$ cat src/rtl/alu_rr_sequencer.sv
// rtl/alu_rr_sequencer.sv - round-robin sharing of one registered-pin ALU between two requesters
// One command in flight: IDLE accepts, WAIT counts ALU latency, RESP holds the tagged result.
module alu_rr_sequencer #(
  parameter int WIDTH   = 4,
  parameter int ALU_LAT = 1
) (
  input  logic             clk,
  input  logic             rst_n,
  input  logic             req0_valid,
  output logic             req0_ready,
  input  logic [WIDTH-1:0] req0_a,
  input  logic [WIDTH-1:0] req0_b,
  input  logic [2:0]       req0_sel,
  input  logic             req0_cin,
  input  logic             req1_valid,
  output logic             req1_ready,
  input  logic [WIDTH-1:0] req1_a,
  input  logic [WIDTH-1:0] req1_b,
  input  logic [2:0]       req1_sel,
  input  logic             req1_cin,
  output logic [WIDTH-1:0] alu_a,
  output logic [WIDTH-1:0] alu_b,
  output logic             alu_s2,
  output logic             alu_s1,
  output logic             alu_s0,
  output logic             alu_cin,
  input  logic [WIDTH-1:0] alu_word_out,
  input  logic             alu_cout,
  output logic             rsp_valid,
  input  logic             rsp_ready,
  output logic             rsp_id,
  output logic [WIDTH-1:0] rsp_word,
  output logic             rsp_cout,
  output logic             busy
);

  typedef enum logic [1:0] {IDLE = 2'd0, WAIT = 2'd1, RESP = 2'd2} state_e;

  localparam logic [3:0] CNT_INIT = 4'(ALU_LAT - 1);

  state_e           state_q, state_d;
  logic             prio_q, prio_d;
  logic [3:0]       cnt_q, cnt_d;
  logic [WIDTH-1:0] alu_a_q, alu_a_d;
  logic [WIDTH-1:0] alu_b_q, alu_b_d;
  logic [2:0]       alu_sel_q, alu_sel_d;
  logic             alu_cin_q, alu_cin_d;
  logic             rsp_valid_q, rsp_valid_d;
  logic             rsp_id_q, rsp_id_d;
  logic [WIDTH-1:0] rsp_word_q, rsp_word_d;
  logic             rsp_cout_q, rsp_cout_d;
  logic             grant0, grant1;

  // prio names the favoured requester; a lone valid requester always wins.
  assign grant0     = req0_valid & (~prio_q | ~req1_valid);
  assign grant1     = req1_valid & (prio_q | ~req0_valid);
  assign req0_ready = (state_q == IDLE) & grant0;
  assign req1_ready = (state_q == IDLE) & grant1;

  always_comb begin
    state_d     = state_q;
    prio_d      = prio_q;
    cnt_d       = cnt_q;
    alu_a_d     = alu_a_q;
    alu_b_d     = alu_b_q;
    alu_sel_d   = alu_sel_q;
    alu_cin_d   = alu_cin_q;
    rsp_valid_d = rsp_valid_q;
    rsp_id_d    = rsp_id_q;
    rsp_word_d  = rsp_word_q;
    rsp_cout_d  = rsp_cout_q;
    case (state_q)
      IDLE: begin
        if (grant0 | grant1) begin
          alu_a_d   = grant1 ? req1_a   : req0_a;
          alu_b_d   = grant1 ? req1_b   : req0_b;
          alu_sel_d = grant1 ? req1_sel : req0_sel;
          alu_cin_d = grant1 ? req1_cin : req0_cin;
          rsp_id_d  = grant1;
          prio_d    = ~grant1;
          cnt_d     = CNT_INIT;
          state_d   = WAIT;
        end
      end
      WAIT: begin
        if (cnt_q == 4'd0) begin
          rsp_word_d  = alu_word_out;
          rsp_cout_d  = alu_cout;
          rsp_valid_d = 1'b1;
          state_d     = RESP;
        end else begin
          cnt_d = cnt_q - 4'd1;
        end
      end
      RESP: begin
        if (rsp_ready) begin
          rsp_valid_d = 1'b0;
          state_d     = IDLE;
        end
      end
      default: state_d = IDLE;
    endcase
  end

  always_ff @(posedge clk or negedge rst_n) begin
    if (!rst_n) begin
      state_q     <= IDLE;
      prio_q      <= 1'b0;
      cnt_q       <= 4'd0;
      alu_a_q     <= '0;
      alu_b_q     <= '0;
      alu_sel_q   <= 3'd0;
      alu_cin_q   <= 1'b0;
      rsp_valid_q <= 1'b0;
      rsp_id_q    <= 1'b0;
      rsp_word_q  <= '0;
      rsp_cout_q  <= 1'b0;
    end else begin
      state_q     <= state_d;
      prio_q      <= prio_d;
      cnt_q       <= cnt_d;
      alu_a_q     <= alu_a_d;
      alu_b_q     <= alu_b_d;
      alu_sel_q   <= alu_sel_d;
      alu_cin_q   <= alu_cin_d;
      rsp_valid_q <= rsp_valid_d;
      rsp_id_q    <= rsp_id_d;
      rsp_word_q  <= rsp_word_d;
      rsp_cout_q  <= rsp_cout_d;
    end
  end

  assign alu_a     = alu_a_q;
  assign alu_b     = alu_b_q;
  assign alu_s2    = alu_sel_q[2];
  assign alu_s1    = alu_sel_q[1];
  assign alu_s0    = alu_sel_q[0];
  assign alu_cin   = alu_cin_q;
  assign rsp_valid = rsp_valid_q;
  assign rsp_id    = rsp_id_q;
  assign rsp_word  = rsp_word_q;
  assign rsp_cout  = rsp_cout_q;
  assign busy      = (state_q != IDLE);

endmodule

$ cat config.mk
export PLATFORM = sky130hd
export DESIGN_NAME = alu_rr_sequencer
export DESIGN_NICKNAME = d
export VERILOG_FILES = /design/src/rtl/alu_rr_sequencer.sv
export SDC_FILE = /design/constraint.sdc
export NUM_CORES = 1
export LEC_CHECK = 0
export ABC_AREA = 1
export ABC_CLOCK_PERIOD_IN_PS = 1200
export BUFFER_PORTS_ARGS = -buffer_cell sky130_fd_sc_hd__buf_2
export CORE_ASPECT_RATIO = 1.2
export CORE_MARGIN = 2
export CORE_UTILIZATION = 42
export CTS_CLUSTER_SIZE = 28
export DETAILED_ROUTE_END_ITERATION = 8
export PLACE_DENSITY_LB_ADDON = 0.08
export SLEW_MARGIN = 30
export SYNTH_ARGS = -nofsm -noshare
export SYNTH_HDL_FRONTEND = slang
export SYNTH_SLANG_ARGS = --single-unit
$ cat constraint.sdc
create_clock -name clk -period 1.2 [get_ports clk]
set_clock_uncertainty 0.1 [all_clocks]
set_input_delay 0.06 -clock clk [delete_from_list [all_inputs] [get_ports clk]]
set_output_delay 0.06 -clock clk [all_outputs]
set_load 0.01 [all_outputs]
==> flow_summary.toml <==
[floorplanning]
die_area_sq_um = 3462
initial_core_util_pct = 44.49
rows = 21
die_w_microns = 54.05
fp.coreArea_sq_um = 2838
die_y_microns = 64.06
io_pins = 56

[yosys]
synthMuxAreaShare_pct = 0
syn_area_sq_um = 1262
yosysWarnings = 0
synthCells = 143
ys_seq_area_share_pct = 51.54
synth-simple-area-share_pct = 28.25
synth.distinct_cells = 20
syn_avg_cell_area_sq_um = 8.828
synthXorXnorAreaFrac_pct = 0.6938
syn-num-nets = 179
synth_fa_ha_area_share_pct = 1.982
synth_compound_area_share_pct = 10.41
synth_seq_cells = 26
synth_top_family_by_area = "simple AND/OR/NAND/NOR gates"

[critical_path]
crit_cells = 7
path_class = "flop to flop"
worstPathMaxFanout = 7
crit_family = "flip-flops"
cp_slowest_stage_delay_ps = 420
crit_arrival_ps = 1450
critPathSlowestCell = "dfrtp_1"
cp.required_ps = 1320
crit_chain = "inv_2, ha_4, nand3_4, nand2_4, nand2_8, nand2_2, o21ai_2"
endpoint_kind = "flop"
critPathBufInv = 1
startpoint_type = "flop"
worstRegToRegCells = 7

[pwr]
p_leak_nw = 1.139
totalPowerFinal_mw = 5.186
power_density_nw_per_um2 = 2285
ir_drop_uv = 1862

[timing]
hold_viol = 0
rsz0062_at_grt = "true"
fmax_mhz = 750.9
max-slew-margin-rel_pct = 60.11
finalWorstSetupSlack_ps = -131.7
worst_pin_slew_ps = 598.3
period_needed_ps = 1332
finalSetupViolations = 24
drv_slew = 0
finalCritPeriodShare_pct = 111.0

[grt]
grt_pass1_wl_microns = 6334
overflow = 0
grt_max_degree = 27
antenna_found_initial = 0
groute.usage.overall_pct = 24.37
grt_pass1_vias = 1402

[outcome]
violations = "setup timing"
status = "finished with violations"

[min_path]
hold_depth = 4
min_path_type = "input port to flop"

[routing]
vias = 1405
drc = 0
viasPerCell = 4.878
drt_iter0_markers = 64
firstDrtPassIters = 4
routed_wl_microns = 3892
avgRoutedWirePerCell_microns = 13.51
ant_nets = 0

[placement]
io_buffers = 55
hpwlAfterDp_microns = 2123
gp_congestion = 0.7554
dp_slack_ps = -120.7

[clocking]
cts_max_path_buffers = 2
clk_pin_slew_ps = 140
clock-sinks = 26
htree_levels = 1
cts_tree = "yes"
insertion_delay_ps = 310
root_buffer = "clkbuf_4"
cts_inserted_buffers = 3

[layout]
regArea_sq_um = 650.6
area_delta_synth_final_pct = 79.78
layout_commonest_cell = "buf_2"
drive_above_1_share_pct = 50.00
final_cell_mix = "buf_2 (52), nand2_1 (31), dlygate4sd3_1 (31)"
multi_input_area_sq_um = 699.4
n_antenna_cell = 0
nFillCells = 185
nets = 292

[flow_run]
maxCapViolations = 0
through the flow:
stage	utilization [%]	instance area [sq um]	TNS, ps	cells	hold WS [ps]
after floorplan	-	1280	-2.648	143	-335.6
after global placement	58.29	1654	-1012	241	-6.714
after detailed placement	58.29	1654	-1639	241	11.89
after CTS	77.12	2188	-1520	286	80.24
after global routing	79.98	2270	-3826	288	98.14
final	79.98	2270	-1739	288	106.1
cell usage after synthesis:
master | instances | area share (%)
a21oi_1 | 8 | 3.2
o21ai_0 | 2 | 0.79
nand4_4 | 1 | 1.7
inv_2 | 1 | 0.30
nand2_1 | 44 | 13
o31ai_1 | 1 | 0.59
nor2_1 | 9 | 2.7
buf_6 | 3 | 2.7
inv_1 | 13 | 3.9
o21ai_4 | 1 | 1.3
nand2_2 | 2 | 0.99
nand3_1 | 18 | 7.1
o21ai_1 | 1 | 0.40
xnor2_1 | 1 | 0.69
o21ai_2 | 6 | 4.2
ha_1 | 2 | 2.0
nor2_4 | 2 | 1.8
dfrtp_1 | 26 | 52
nand2_4 | 1 | 0.89
clkinv_1 | 1 | 0.30
registers in the layout, indices dropped and copies added (netlist names):
name and cells:
alu_a 4, alu_b 4, cnt_q 4, rsp_word 4, alu_sel_q 3, state_q 2, alu_cin 1, prio_q 1
rsp_cout 1, rsp_id 1, rsp_valid 1
metal layers:
layer	share of wire [%]	global-route usage, %	up-vias
met3	4.2	3.037	6
met1	41	31.45	672
met5	0	0	-
li1	-	-	683
met2	53	42.38	44
met4	1.7	5.625	0
path summary, 6_finish.rpt:
path                       startpoint       end  slack (ps)
max in group asynchronous       rst_n    prio_q         430
min reg2reg                  rsp_cout  rsp_cout         400
max                          cnt_q[1]  cnt_q[1]        -130
min                        req1_valid  alu_a[0]         110
max reg2reg                  cnt_q[1]  cnt_q[1]        -130
min in group asynchronous       rst_n  cnt_q[2]         170
kinds of logic after synthesis:
| logic type | count (synthesis) |
|---|---|
| XOR/XNOR | 1 |
| AND/OR/NAND/NOR | 77 |
| adder cells (fa/ha/maj) | 2 |
| buffers and inverters | 18 |
| flip-flops | 26 |
| AO/OA/AOI/OAI | 19 |
tightest hold or removal path, delay by kind of cell:
| family | cells | cell delay (ps) |
|---|---|---|
| compound gates | 1 | 120 |
| buf+inv | 1 | 170 |
| simple gates | 2 | 140 |
layout make-up:
type / count / share of cell area, %
timing repair buffer: 108 / 34.90
multi-input combinational: 102 / 30.82
sequential: 26 / 28.67
inverter: 15 / 2.756
tap: 34 / 1.874
clock buffer: 3 / 0.9923
power by group:
part,internal [mW],switching (mW)
Combinational,1.51,1.78
Clock,0.117,0.241
Sequential,1.29,0.245
timing repair:
item | 4_1_cts | 5_1_grt
pin swaps | 8 | 9
resized for setup | 29 | 16
hold buffers | 31 | 0
buffers inserted | 9 | 2
setup endpoints to repair | 27 | 29
gates cloned | 3 | 0
hold endpoints to repair | 45 | 0
(Power assumes the default switching activity.)
